<file path="config.mk">
export PLATFORM = sky130hd
export DESIGN_NAME = wb_trace_capture
export DESIGN_NICKNAME = d
export VERILOG_FILES = /design/src/rtl/wb_trace_capture.sv
export SDC_FILE = /design/constraint.sdc
export NUM_CORES = 2
export LEC_CHECK = 0
export BUFFER_PORTS_ARGS = -buffer_cell sky130_fd_sc_hd__buf_2
export CORE_ASPECT_RATIO = 0.8
export CORE_MARGIN = 2
export CORE_UTILIZATION = 44
export CTS_CLUSTER_DIAMETER = 100
export DETAILED_ROUTE_END_ITERATION = 7
export MAX_ROUTING_LAYER = met4
export PLACE_DENSITY = 0.65
export SLEW_MARGIN = 20
export SYNTH_ARGS = -nofsm -noshare
export SYNTH_HDL_FRONTEND = slang
export SYNTH_SLANG_ARGS = --single-unit
</file>
<file path="constraint.sdc">
create_clock -name clk -period 40.5 [get_ports clk]
set_input_delay 4.05 -clock clk [delete_from_list [all_inputs] [get_ports clk]]
set_output_delay 4.05 -clock clk [all_outputs]
set_load 0.1 [all_outputs]
</file>
<file path="src/rtl/wb_trace_capture.sv">
// wb_trace_capture
//   Trace sink for the writeback observation port. Every change of the WB
//   result (or the first sample after reset/clear) is stamped with a
//   free-running cycle counter and queued in a first-word-fall-through FIFO.
//   A consumer drains the FIFO over a valid/ready read port.
//
// Ports
//   clk         system clock, rising edge
//   reset       asynchronous, active-high
//   wb_result   processor writeback result being observed
//   capture_en  1 = sample wb_result this cycle
//   clear       synchronous flush of FIFO and flags; beats push/pop
//   rd_ready    consumer accepts the head entry
//   rd_valid    FIFO non-empty, head entry valid
//   rd_data     head entry result
//   rd_ts       head entry timestamp
//   count       occupancy 0..DEPTH
//   overflow    sticky: at least one capture was dropped
//   drop_count  number of dropped captures, saturating
module wb_trace_capture #(
  parameter int unsigned DATA_W = 32,
  parameter int unsigned TS_W   = 16,
  parameter int unsigned DEPTH  = 16,
  parameter int unsigned DC_W   = 8,
  localparam int unsigned AW    = $clog2(DEPTH)
) (
  input  logic              clk,
  input  logic              reset,
  input  logic [DATA_W-1:0] wb_result,
  input  logic              capture_en,
  input  logic              clear,
  input  logic              rd_ready,
  output logic              rd_valid,
  output logic [DATA_W-1:0] rd_data,
  output logic [TS_W-1:0]   rd_ts,
  output logic [AW:0]       count,
  output logic              overflow,
  output logic [DC_W-1:0]   drop_count
);

  // Storage
  logic [DATA_W-1:0] mem_data [DEPTH];
  logic [TS_W-1:0]   mem_ts   [DEPTH];
  logic [AW-1:0]     wr_ptr;
  logic [AW-1:0]     rd_ptr;

  // Capture tracking
  logic [TS_W-1:0]   ts_cnt;
  logic [DATA_W-1:0] last_val;
  logic              armed;

  // Per-cycle decisions
  logic full_c;
  logic pop_c;
  logic hit_c;
  logic push_c;
  logic drop_c;

  // Head of the FIFO is visible directly from the register array.
  assign rd_valid = (count != '0);
  assign rd_data  = mem_data[rd_ptr];
  assign rd_ts    = mem_ts[rd_ptr];

  // A hit is a sampled value that differs from the previous one, or the
  // first sample after reset/clear. A full FIFO still accepts a hit when
  // the head leaves in the same cycle.
  always_comb begin
    full_c = (count == (AW+1)'(DEPTH));
    pop_c  = rd_valid && rd_ready && !clear;
    hit_c  = capture_en && (armed || (wb_result != last_val));
    push_c = hit_c && !clear && (!full_c || pop_c);
    drop_c = hit_c && !clear && !push_c;
  end

  // Free-running timestamp; only reset touches it.
  always_ff @(posedge clk or posedge reset) begin
    if (reset) begin
      ts_cnt <= '0;
    end else begin
      ts_cnt <= ts_cnt + TS_W'(1);
    end
  end

  // Entry storage, written at the tail on push.
  always_ff @(posedge clk or posedge reset) begin
    if (reset) begin
      for (int i = 0; i < int'(DEPTH); i++) begin
        mem_data[i] <= '0;
        mem_ts[i]   <= '0;
      end
    end else if (push_c) begin
      mem_data[wr_ptr] <= wb_result;
      mem_ts[wr_ptr]   <= ts_cnt;
    end
  end

  // Pointers and occupancy; pointers wrap naturally at DEPTH (power of 2).
  always_ff @(posedge clk or posedge reset) begin
    if (reset) begin
      wr_ptr <= '0;
      rd_ptr <= '0;
      count  <= '0;
    end else if (clear) begin
      wr_ptr <= '0;
      rd_ptr <= '0;
      count  <= '0;
    end else begin
      if (push_c) begin
        wr_ptr <= wr_ptr + AW'(1);
      end
      if (pop_c) begin
        rd_ptr <= rd_ptr + AW'(1);
      end
      case ({push_c, pop_c})
        2'b10:   count <= count + (AW+1)'(1);
        2'b01:   count <= count - (AW+1)'(1);
        default: count <= count;
      endcase
    end
  end

  // Change detector state.
  always_ff @(posedge clk or posedge reset) begin
    if (reset) begin
      last_val <= '0;
      armed    <= 1'b1;
    end else if (clear) begin
      armed    <= 1'b1;
    end else if (hit_c) begin
      last_val <= wb_result;
      armed    <= 1'b0;
    end
  end

  // Drop bookkeeping: sticky flag plus saturating counter.
  always_ff @(posedge clk or posedge reset) begin
    if (reset) begin
      overflow   <= 1'b0;
      drop_count <= '0;
    end else if (clear) begin
      overflow   <= 1'b0;
      drop_count <= '0;
    end else if (drop_c) begin
      overflow <= 1'b1;
      if (drop_count != '1) begin
        drop_count <= drop_count + DC_W'(1);
      end
    end
  end

endmodule
</file>
# == Word-level counts from Yosys, hierarchy flattened ==
# Cells that the tools add are included.
# op_classes
n_addsub,6
magnitude_cmp,3
n_eq_ne,5
n_mux,25
bitwise_logic,3
reduce_logical,21
# op_table
op,count
512-bit bitwise mux,1
256-bit bitwise mux,1
32-bit binary-select mux with 4-bit select,1
32-bit demux with 4-bit select,1
32-bit two-way mux,3
16-bit binary-select mux with 4-bit select,1
16-bit demux with 4-bit select,1
16-bit two-way mux,3
32-bit != test,1
8-bit two-way mux,3
"16-bit by 1-bit adder with 16-bit output, second input constant",1
4-bit two-way mux,4
"5-bit greater-or-equal comparator, second input constant",2
4-bit NOT with 5-bit output,2
5-bit one-hot mux with 2 select lines,1
2-bit nonzero test,5
"4-bit by 1-bit adder with 4-bit output, second input constant",2
"8-bit by 1-bit adder with 8-bit output, second input constant",1
"8-bit != test, second input constant",1
1-bit logical AND,7
"5-bit by 1-bit adder with 5-bit output, second input constant",1
"5-bit == test, second input constant",1
"5-bit by 1-bit less-than comparator with 1-bit output, second input constant",1
5-bit two-way mux,1
other kinds (10),17
# totals
ff_bits,839
input_bits,37
out_inout_bits,63
wordCells,103

# == Logic depth before layout (Yosys ltp) ==
# logic_depth
word_depth,9
mapped_depth,13
depth_no_buf,12

# == Worst setup path after synthesis ==
# OpenSTA, ideal clock, no wires.
# synth_path
kind,input to register
start,input wb_result[25]
end,register count[4]
arrival_ns,6.669
path_slack_ns,33.753
cell_stages,13
n_path_buf,1
path_cell_list,clkbuf_1 xnor2_1 nand4_1 or3_1 o31ai_1 nand3_1 inv_1 ha_1 a21o_1 a21oi_1 nand3_1 mux2_2 a21oi_1
# synth_between
elab_chain_len,8
word_cells_on_any_way,10
# synth_lines
element,line_no,text
"start, declared",29,"input logic [DATA_W-1:0] wb_result,"
32-bit != test *,70,hit_c = capture_en && (armed || (wb_result != last_val));
1-bit logical OR *,70,
1-bit logical AND *,70,
1-bit logical AND * (2 in a row),71,push_c = hit_c && !clear && (!full_c || pop_c);
2-bit by 1-bit == test with 1-bit output or 2-bit == test (tied branches),114,"case ({push_c, pop_c})"
5-bit one-hot mux with 2 select lines,114,
5-bit two-way mux,103,end else if (clear) begin
"end signal, assigned",115,2'b10: count <= count + (AW+1)'(1);
"end signal, assigned",116,2'b01: count <= count - (AW+1)'(1);
"end signal, assigned",117,default: count <= count;
"end, declared",36,"output logic [AW:0] count,"
# Mark *: on every way between the ends. The rest lies on a longest branch, timed or not.
# A chain may end at the register's enable or synchronous reset.

# == Worst setup path after layout ==
# layout_path
start,register rd_ptr[0]
end,output rd_ts[2]
# layout_between
elab_chain_len,4
# layout_lines
element,line_no,text
"start, declared",45,logic [AW-1:0] rd_ptr;
"start signal, assigned",112,rd_ptr <= rd_ptr + AW'(1);
4-bit NOT with 5-bit output (implied by the code),62,assign rd_ts = mem_ts[rd_ptr];
16-bit binary-select mux with 4-bit select,62,
16-bit two-way mux (implied by the code) (2 in a row),62,
"end, declared",35,"output logic [TS_W-1:0] rd_ts,"
# No other way between the ends. The select of a mux whose other input is x is not followed.

==> metrics.csv <==
metric,value,unit
number of enable-type register cells in the synthesized netlist,0,
layout overhead on the synthesized area,10.03,%
count of unresolved DRC violations after routing,0,
flip-flop cell with the highest count after synthesis,sky130_fd_sc_hd__dfrtp_1,
accumulated negative setup slack,0,ns
average via count per standard cell,5.880,
"Max stage delay cell, worst path",sky130_fd_sc_hd__dfrtp_4,
antenna violations before repair,6,
GRT Total Usage,22.47,%
Worst Hold Path Cells,1,
synthesized area,0.03874,mm2
PostCTS Resize Cnt,0,
cell types with the largest area share after synthesis,"sky130_fd_sc_hd__dfrtp_1 (54%), sky130_fd_sc_hd__mux2_2 (21%), sky130_fd_sc_hd__mux4_2 (5.6%)",
initial standard-cell utilization of the core,44.34,%
Port Buffers,99,
setup violators final,0,
Site Rows,97,
RR Endpoint,count[4],
hold violation total from the final report,0,
total number of H-tree levels,3,
sequential-to-total area share from yosys stat,54.19,%
synthesized instance count,2694,
Yosys top cell by area,sky130_fd_sc_hd__dfrtp_1,
detailed-route wire length per cell,25.19,um
max incr delay on CP,1.10,ns
Layout fillers,7369,
max_slew headroom,25.65,%
# hold bufs at CTS,0,
hold slack final,0.4871,ns
die footprint,0.09046,mm2
"Largest delay share family, worst path",buffers and inverters,
Buffers & Inverters on Critical Path,4,
top cell types by occurrence after synthesis,"sky130_fd_sc_hd__dfrtp_1 (838), sky130_fd_sc_hd__mux2_2 (711), sky130_fd_sc_hd__mux2i_1 (147)",
number of register bits inferred by synthesis,839,
I/O pin total,100,
data arrival at the endpoint of the critical path,5.81,ns
mean post-synth cell area,14.38,um2
horizontal die dimension,335.8,um
number of global-route vias before repair,24600,
reported leakage power,0.02039,uW
CTS tree,built,
fraction of registers with async set/reset,100.0,%
fmax,101.4,MHz
critical path's most frequent cell,sky130_fd_sc_hd__buf_4,
clock edge transition at the registers on the reported setup and hold paths,0.06,ns
clock tree root buffer cell,sky130_fd_sc_hd__clkbuf_16,
top cell type's share of synthesized area,54.13,%
maximum fanout encountered on the critical timing path,59,
global-route congestion overflow total,0,
path depth of the worst reg2reg path,12,
Setup crit start kind,flop,
number of warning messages in the yosys log,0,
data required time of the critical path,36.45,ns
via count,22700,
buffer levels on the longest clock path,3,
post-detailed-placement cell area,0.03977,mm2
global-route wire length before repair,151.5,mm
launch point of the worst reg-to-reg path,last_val[28],
Chip Height,269.4,um
post-route antenna net violation count,0,
# Max-Cap Violations,0,
RSZ-0062 raised after global routing,false,
path type of the worst setup path,reg2out,
number of buffers added by the clock tree synthesis step,85,
Final Total Pwr,2266,uW
end of the worst hold path,mem_data[144],
syn nets,2742,
share of the clock period used by the worst path after layout,24.35,%
placer's final routability congestion estimate,0.7687,
final routed wirelength across all metal layers,97.22,mm
layout cells sized above 1,40.49,%
worst min-delay path class,reg2reg,
startpoint of the worst hold path,mem_data[144],
HPWL after DPL,54.96,mm
Worst Clk Skew,0.02605,ns
area inside the core boundary,0.08738,mm2
final-report max-slew violation count,0,
largest net degree at the start of global routing,182,
power density normalized to cell area,53.15,mW/mm2
result of the run,finished clean,
Skew-Pair Late Insertion Delay,0.66,ns
buffers inserted by post-CTS timing repair,0,
highest ir drop seen on vdd,0.04775,mV
nets,2704,
CP Cell Sequence,buf_4 -> buf_4 -> buf_4 -> mux2_2 -> o21ai_0 -> a21oi_1 -> o21ai_0 -> nand2_1 -> buf_2,
distinct cell type count after synthesis,39,
slew at the pin closest to its max-slew limit,1.115,ns
number of iterations in the first detailed-routing pass,5,
drt first-iter violations,1596,
clock sink count,839,
"Non-Filler Cell Area, Final",0.04263,mm2
Post-Route Utilization,48.78,%
internal reg-to-reg setup slack,36.60,ns
crit end category,primary output,
most frequent cell after synthesis,sky130_fd_sc_hd__dfrtp_1,
final critical delay including setup and external delays,9.860,ns
[per-layer routing]
layer	part of all wire (%)	vias to the layer above	routed length [um]	track usage [%]
met5	0	-	0	-
met4	2.1	0	2048	5.145
met3	4.1	159	4019	3.459
met2	49	453	47530	36.18
met1	45	12330	43620	30.11
li1	-	9758	-	-
[registers in the layout (all words and copies together) (netlist names)]
name        count
mem_data      512
mem_ts        256
last_val       32
ts_cnt         16
drop_count      8
count           5
rd_ptr          4
wr_ptr          4
armed           1
overflow        1
[worst reg2reg max path: stages (launching register included)]
cell and delay [ns]:
sky130_fd_sc_hd__dfrtp_1 0.38, sky130_fd_sc_hd__xor2_1 0.14, sky130_fd_sc_hd__nor4_1 0.62, sky130_fd_sc_hd__nand4_1 0.31, sky130_fd_sc_hd__o31ai_1 0.64, sky130_fd_sc_hd__nand3_1 0.26
sky130_fd_sc_hd__inv_1 0.17, sky130_fd_sc_hd__ha_1 0.29, sky130_fd_sc_hd__a21o_1 0.20, sky130_fd_sc_hd__a21oi_1 0.26, sky130_fd_sc_hd__nand3_1 0.12, sky130_fd_sc_hd__mux2_2 0.31
sky130_fd_sc_hd__a21oi_1 0.11
[stage by stage]
stage	cells	worst slack (ns)
after global routing	3858	30.17
after floorplan	2694	12.88
final	3860	30.64
after detailed placement	3706	31.20
after CTS	3854	30.45
after global placement	3702	31.26
[report_power, final]
part | internal (uW) | switching, uW | total (uW)
Combinational | 163 | 353 | 516
Sequential | 906 | 46.1 | 952
Clock | 462 | 336 | 797
Total | 1530 | 735 | 2270
[placed cells by master (no fill, tap or decap), types with 8 or more instances in the layout]
cell type,n
sky130_fd_sc_hd__clkbuf_1,19
sky130_fd_sc_hd__nand3_1,11
sky130_fd_sc_hd__clkbuf_16,86
sky130_fd_sc_hd__mux4_2,96
sky130_fd_sc_hd__clkinv_2,12
sky130_fd_sc_hd__o21ai_0,99
sky130_fd_sc_hd__nor2_1,17
sky130_fd_sc_hd__xnor2_1,24
sky130_fd_sc_hd__a221oi_1,48
sky130_fd_sc_hd__xor2_1,32
sky130_fd_sc_hd__nor4_1,8
sky130_fd_sc_hd__ha_1,10
sky130_fd_sc_hd__buf_4,31
sky130_fd_sc_hd__clkbuf_8,17
sky130_fd_sc_hd__nand3_4,12
sky130_fd_sc_hd__mux2_1,140
sky130_fd_sc_hd__buf_2,99
sky130_fd_sc_hd__nand4_1,13
sky130_fd_sc_hd__mux2_2,711
sky130_fd_sc_hd__a21oi_1,59
sky130_fd_sc_hd__a22oi_1,48
sky130_fd_sc_hd__mux2i_1,147
sky130_fd_sc_hd__dfrtp_1,834
sky130_fd_sc_hd__nand2_1,64
sky130_fd_sc_hd__inv_1,12
[final cells by class]
class                           instances  area (um2)  area share (%)
Tap cell                             1138        1424           3.340
Antenna cell                            5       12.51         0.02935
Timing Repair Buffer                  140       915.9           2.148
Sequential cell                       839       21010           49.28
Inverter                               13       56.30          0.1321
Clock buffer                          122        2457           5.764
Multi-Input combinational cell       1577       16410           38.48
Clock inverter                         26       349.1          0.8189
[how the worst max path moves through the flow]
| stage | cells past startpoint | endpoint | start | slack [ns] |
|---|---|---|---|---|
| after detailed placement | 9 | rd_ts[2] | rd_ptr[0] | 31.20 |
| after global placement | 9 | rd_ts[6] | rd_ptr[0] | 31.26 |
| final | 9 | rd_ts[2] | rd_ptr[0] | 30.64 |
| after CTS | 9 | rd_ts[2] | rd_ptr[0] | 30.45 |
| after floorplan | 1 | count[0] | reset | 12.88 |
| after global routing | 8 | rd_data[28] | rd_ptr[0] | 30.17 |
[kinds of logic (layout without fill, tap and decap cells)]
| group | after synthesis | count (layout) | share of synthesized area (%) |
|---|---|---|---|
| AO/OA/AOI/OAI | 264 | 264 | 4.276 |
| XOR/XNOR | 56 | 56 | 1.266 |
| adder cells (fa/ha/maj) | 11 | 11 | 0.3746 |
| buffers and inverters | 278 | 301 | 3.837 |
| flip-flops | 839 | 839 | 54.19 |
| multiplexers | 1094 | 1094 | 34.11 |
| other | 0 | 5 | 0 |
| AND/OR/NAND/NOR | 152 | 152 | 1.941 |
Power figures use the tool's default switching activity.
